## src/rtl/spi_pkg.sv

```systemverilog
// Shared definitions for the SPI command path: header field widths, opcode
// values and the one-hot state encoding of the command engine.
package spi_pkg;

  localparam int HDR_WL  = 6;  // header width {op[1:0], addr[3:0]}
  localparam int ADDR_WL = 4;  // register address width

  localparam logic [1:0] OP_NOP = 2'b00;
  localparam logic [1:0] OP_WR  = 2'b01;
  localparam logic [1:0] OP_RD  = 2'b10;
  localparam logic [1:0] OP_RSV = 2'b11;

  typedef enum logic [6:0] {
    ST_IDLE     = 7'b0000001,
    ST_WR_DATA  = 7'b0000010,
    ST_WR_ISSUE = 7'b0000100,
    ST_RD_REQ   = 7'b0001000,
    ST_RD_LOAD  = 7'b0010000,
    ST_RD_DATA  = 7'b0100000,
    ST_DONE     = 7'b1000000
  } state_t;

endpackage

```

## src/rtl/spi_shift_reg.sv

```systemverilog
// Shift register with parallel load, MSB-first serial out.
// Ports:
//   iCLK, iRSTn  clock, synchronous active-low reset
//   iCLR         synchronous clear (frame end)
//   iEN          shift strobe: sr <= {sr[WL-2:0], iSI}
//   iLOAD        parallel load from iDATA (priority over iEN)
//   iDATA        parallel load value
//   iSI          serial in
//   oDATA        parallel contents
//   oSO          serial out (MSB)
module spi_shift_reg #(
  parameter int WL = 16
) (
  input  logic          iCLK,
  input  logic          iRSTn,
  input  logic          iCLR,
  input  logic          iEN,
  input  logic          iLOAD,
  input  logic [WL-1:0] iDATA,
  input  logic          iSI,
  output logic [WL-1:0] oDATA,
  output logic          oSO
);

  logic [WL-1:0] sr;

  always_ff @(posedge iCLK) begin
    if (!iRSTn)      sr <= '0;
    else if (iCLR)   sr <= '0;
    else if (iLOAD)  sr <= iDATA;
    else if (iEN)    sr <= {sr[WL-2:0], iSI};
  end

  assign oDATA = sr;
  assign oSO   = sr[WL-1];

endmodule

```

## src/rtl/spi_cmd_engine.sv

```systemverilog
// SPI command engine: consumes the decoded 6-bit header and runs one write or
// read transaction per chip-select frame.
// Ports:
//   iCLK, iRSTn         clock, synchronous active-low reset
//   iCLR                frame end; synchronous abort to IDLE
//   iEN, MOSI           SPI bit strobe and serial data in
//   iHEADER, iHEADER_EN decoded header and its completion pulse
//   iRD_DATA            register read data, valid 1 cycle after oRD_REQ
//   oRD_REQ, oRD_ADDR   read request pulse and address
//   oWR_EN, oWR_ADDR,
//   oWR_DATA            write strobe, address and data
//   oMISO               serial data out (MSB first)
//   oBUSY               not IDLE
//   oERR                sticky reserved-opcode flag
module spi_cmd_engine
  import spi_pkg::*;
#(
  parameter int DATA_WL = 16,
  parameter int CNT_WL  = 5
) (
  input  logic               iCLK,
  input  logic               iRSTn,
  input  logic               iCLR,
  input  logic               iEN,
  input  logic               MOSI,
  input  logic [HDR_WL-1:0]  iHEADER,
  input  logic               iHEADER_EN,
  input  logic [DATA_WL-1:0] iRD_DATA,
  output logic               oRD_REQ,
  output logic [ADDR_WL-1:0] oRD_ADDR,
  output logic               oWR_EN,
  output logic [ADDR_WL-1:0] oWR_ADDR,
  output logic [DATA_WL-1:0] oWR_DATA,
  output logic               oMISO,
  output logic               oBUSY,
  output logic               oERR
);

  state_t               state, state_next;
  logic                 hdr_pend;
  logic [ADDR_WL-1:0]   addr;
  logic [CNT_WL-1:0]    cnt;
  logic                 err;
  logic [DATA_WL-1:0]   rx_data;
  logic                 rx_so_unused;
  logic [DATA_WL-1:0]   tx_data_unused;
  logic                 tx_so;
  logic [1:0]           op;
  logic                 last_bit;

  assign op       = iHEADER[HDR_WL-1 -: 2];
  assign last_bit = (cnt == CNT_WL'(DATA_WL - 1));

  // State register.
  // NOTE: sequential state uses non-blocking assignments so every flop
  // samples the pre-edge values regardless of process ordering.
  always_ff @(posedge iCLK) begin
    if (!iRSTn)     state <= ST_IDLE;
    else if (iCLR)  state <= ST_IDLE;
    else            state <= state_next;
  end

  // Next-state logic.
  always_comb begin
    // NOTE: default assignment first so no path through the case leaves
    // state_next unassigned and infers a latch.
    state_next = state;
    case (state)
      ST_IDLE: begin
        if (hdr_pend) begin
          case (op)
            OP_WR:   state_next = ST_WR_DATA;
            OP_RD:   state_next = ST_RD_REQ;
            default: state_next = ST_DONE;  // NOP and reserved
          endcase
        end
      end
      ST_WR_DATA:  if (iEN && last_bit) state_next = ST_WR_ISSUE;
      ST_WR_ISSUE: state_next = ST_DONE;
      ST_RD_REQ:   state_next = ST_RD_LOAD;
      ST_RD_LOAD:  state_next = ST_RD_DATA;
      ST_RD_DATA:  if (iEN && last_bit) state_next = ST_DONE;
      ST_DONE:     state_next = ST_DONE;
      default:     state_next = ST_IDLE;
    endcase
  end

  // Header pending flag, address latch, bit counter and error flag.
  // iHEADER_EN coincides with the last header shift, so the header is
  // sampled one cycle later through hdr_pend.
  always_ff @(posedge iCLK) begin
    if (!iRSTn || iCLR) begin
      hdr_pend <= 1'b0;
      addr     <= '0;
      cnt      <= '0;
      err      <= 1'b0;
    end else begin
      hdr_pend <= iHEADER_EN;
      if (state == ST_IDLE && hdr_pend) begin
        addr <= iHEADER[ADDR_WL-1:0];
        if (op == OP_RSV) err <= 1'b1;
      end
      // The counter restarts on every state change so each payload phase
      // begins at zero.
      if (state_next != state)
        cnt <= '0;
      else if (iEN && (state == ST_WR_DATA || state == ST_RD_DATA))
        cnt <= cnt + 1'b1;
    end
  end

  spi_shift_reg #(.WL(DATA_WL)) u_rx (
    .iCLK  (iCLK),
    .iRSTn (iRSTn),
    .iCLR  (iCLR),
    .iEN   (iEN && (state == ST_WR_DATA)),
    .iLOAD (1'b0),
    .iDATA ('0),
    .iSI   (MOSI),
    .oDATA (rx_data),
    .oSO   (rx_so_unused)
  );

  spi_shift_reg #(.WL(DATA_WL)) u_tx (
    .iCLK  (iCLK),
    .iRSTn (iRSTn),
    .iCLR  (iCLR),
    .iEN   (iEN && (state == ST_RD_DATA)),
    .iLOAD (state == ST_RD_LOAD),
    .iDATA (iRD_DATA),
    .iSI   (1'b0),
    .oDATA (tx_data_unused),
    .oSO   (tx_so)
  );

  // Outputs. Strobes are masked by reset and iCLR so an abort in the same
  // cycle never lets a request or write escape.
  always_comb begin
    oBUSY    = (state != ST_IDLE);
    oWR_EN   = (state == ST_WR_ISSUE) && iRSTn && !iCLR;
    oRD_REQ  = (state == ST_RD_REQ) && iRSTn && !iCLR;
    oMISO    = (state == ST_RD_DATA) ? tx_so : 1'b0;
    oWR_ADDR = addr;
    oRD_ADDR = addr;
    oWR_DATA = rx_data;
    oERR     = err;
  end

endmodule

```

## config.mk

```make
export PLATFORM = sky130hd
export DESIGN_NAME = spi_cmd_engine
export DESIGN_NICKNAME = d
export VERILOG_FILES = /design/src/rtl/spi_pkg.sv /design/src/rtl/spi_shift_reg.sv /design/src/rtl/spi_cmd_engine.sv
export SDC_FILE = /design/constraint.sdc
export NUM_CORES = 1
export LEC_CHECK = 0
export ABC_AREA = 1
export CAP_MARGIN = 20
export CORE_ASPECT_RATIO = 0.6
export CORE_MARGIN = 2
export CORE_UTILIZATION = 51
export CTS_BUF_LIST = sky130_fd_sc_hd__clkbuf_8
export CTS_CLUSTER_DIAMETER = 120
export DETAILED_ROUTE_END_ITERATION = 12
export PLACE_DENSITY = 0.85
export SETUP_SLACK_MARGIN = 0.2
export SLEW_MARGIN = 20
export SYNTH_ARGS = -nofsm -noshare
export SYNTH_HDL_FRONTEND = slang
export SYNTH_SLANG_ARGS = --single-unit
```

## constraint.sdc

```tcl
create_clock -name iCLK -period 2.5 [get_ports iCLK]
set_input_delay 0.75 -clock iCLK [delete_from_list [all_inputs] [get_ports iCLK]]
set_output_delay 0.75 -clock iCLK [all_outputs]
set_load 0.005 [all_outputs]
```

==> results.yml <==
drt:
  final_antenna_net_count: 0
  routed_wl_um: 5710
  vias_per_cell: 5.19
  wl_per_cell_um: 12.6
  drcViolationCount: 0
  dr.pass1.iters: 4
  drt_iter0_drc: 177
  vias: 2350
cts:
  clkSinkCount: 50
  cts_root_buf: "clkbuf_8"
  numCtsBuffers: 5
  htree_num_levels: 2
  insertion_delay_ns: 0.30
  clk_path_buf_depth: 2
  cts_tree: "built"
  cts_hold_buf: 0
  clk_pin_slew_ns: 0.09
die:
  core_area_sq_um: 4520
  rows: 19
  initial_core_util: 0.521
  fp.dieH_um: 56.6
  dieArea_sq_um: 5190
  ioPinCount: 57
  die-width_um: 91.7
sta:
  worst_pin_slew_ns: 0.605
  finalClockSkew_ns: 0.0108
  fin_crit_sh: 0.908
  hold_viol: 0
  hold-worst-slack_ns: 0.459
  period_minus_slack_ns: 2.27
  maxSlewViolCount: 0
  setup_ws_ns: 0.230
  relSlewSlack: 0.596
  fmax_ghz: 0.441
  setup_violations: 0
  rsz0062_at_grt: "no"
placement:
  detailed_place_hpwl_um: 3840
  dp_slack_ns: -0.384
  place_congestion: 0.936
  io_buffers: 56
  placed_cell_area_sq_um: 2930
final_layout:
  layout_commonest_cell: "nand2_1"
  antennaDiodeCount: 0
  nNetsFinal: 422
  drive_gt1_frac: 0.131
  nFillCells: 372
  fin_area_sq_um: 3090
  seqCellArea_sq_um: 1010
  final_cell_mix: "nand2_1 (81), clkdlybuf4s50_1 (50), dfxtp_1 (45), nand3_1 (41), nor2_1 (36)"
  multiInputGateArea_sq_um: 1160
  syn_to_final_growth_pct: 31.1
synthesis:
  synth_edf_count: 0
  synth_top_family_by_area: "simple AND/OR/NAND/NOR gates"
  muxShareOfSynthArea: 0
  async_flop_share: 0
  synth_nets: 367
  ys_warn_count: 0
  syn_area_per_cell_sq_um: 7.05
  synthAdderAreaFrac: 0.0266
  synth-seq-cells: 50
  synthCells: 334
  syn_area_sq_um: 2350
  synthSimpleGateAreaFrac: 0.329
  synth_xor_area_frac: 0.0112
  synth-main-ff-cell: "dfxtp_1"
  synth_compound_area_frac: 0.112
  seq_area_frac_synth: 0.425
  synthDistinctLibCells: 24
global_route:
  grt.total_usage: 0.221
  grt_pass1_vias: 2090
  grt_start_max_net_pins: 38
  grt-ovfl-total: 0
  grt_pass1_wl_um: 9180
  antenna_found_initial: 0
worst_setup_path:
  worstPathArrival_ns: 1.52
  crit_type: "reg -> out"
  end_kind: "output pin"
  critical_path_required_ns: 1.75
  cp-start-kind: "flop"
  critical_path.max_fanout: 5
power:
  p_switching_w: 0.000326
  p_comb_frac: 0.084
  ir_drop_mv: 0.301
  p_leak_nw: 1.17
  pwr-share-clk: 0.349
  p_seq_frac: 0.568
  p_per_area_nw_per_um2: 458
  p_int_w: 0.00109
  swShare: 0.231
run:
  drv_cap: 0
min_path:
  hold_path.class: "reg -> reg"
outcome:
  status: "complete, no violations"
## metal layers
layer / wire length, um / part of all wire / GRT usage / vias up
li1: - / - / - / 1185
met1: 2710 / 0.48 / 0.313 / 1056
met2: 2420 / 0.42 / 0.326 / 98
met3: 497 / 0.087 / 0.0658 / 11
met4: 73 / 0.013 / 0.0661 / 0
met5: 0 / 0 / 0 / -
## worst paths after layout
check | start | endpoint | slack [ns] | depth (start not counted)
worst max-delay path | state[6] | oRD_REQ | 0.23 | 7
worst min-delay path | oERR | oERR | 0.46 | 2
worst max register to register | state[6] | u_rx.oDATA[12] | 0.46 | 10
worst min register to register | oERR | oERR | 0.46 | 2
## kinds of logic after synthesis
family,after synthesis
compound gates,48
xor+xnor,3
flops,50
simple gates,178
fa+ha+maj,5
buf+inv,50
## final cells by class
type                    instances  area share
clock buffers                   6      0.0267
multi-input cells             234       0.376
repair buffers                 66       0.202
flip-flops and latches         50       0.327
inverters                      32      0.0389
clock inverters                 2     0.00405
well taps                      63      0.0255
## sequential cells by signal, indices dropped and copies added, names as in the netlist
register,count
cnt,5
u_tx.oDATA,16
oERR,1
hdr_pend,1
state,7
oRD_ADDR,4
u_rx.oDATA,16
## what timing repair did
action	CTS	global route
setup endpoints to repair	4	2
cloned	0	0
endpoints found under the hold margin	0	0
pin swaps	5	1
setup buffers	4	0
resized for setup	25	7
## worst max-delay path, stage by stage, from the launching register on
cell,delay (ns)
dfxtp_4,0.38
inv_2,0.08
nand2_1,0.09
nor2_4,0.14
buf_4,0.16
nand2_1,0.12
nor2_2,0.13
buf_2,0.12
## cell usage after synthesis, types with 5 or more instances
cell type   n  area (sq um)
a21oi_1    21           105
a31oi_1    15          93.8
buf_4       7          52.6
clkbuf_1    6          22.5
dfxtp_1    50          1000
ha_1        5          62.6
inv_1      28           105
nand2_1    83           312
nand3_1    41           205
nor2_1     41           154
o21ai_0    10          50.1
## power groups by stage
stage | clock, W | combinational [W] | sequential (W)
2_1_floorplan | 0 | 0.0000488 | 0.000821
3_3_place_gp | 0 | 0.000112 | 0.000821
3_5_place_dp | 0 | 0.000113 | 0.000821
4_1_cts | 0.000496 | 0.000117 | 0.000803
5_1_grt | 0.000534 | 0.000128 | 0.000803
6_report | 0.000492 | 0.000118 | 0.000802
## stage by stage
step                TNS, ns  total power (W)   util  instances
detailed placement   -0.765         0.000934  0.649        441
global placement     -0.653         0.000933  0.649        441
floorplan                 0         0.000870      -        334
global route              0          0.00147  0.684        453
CTS                       0          0.00142  0.680        453
finish                    0          0.00141  0.684        453
(Power assumes the default switching activity.)
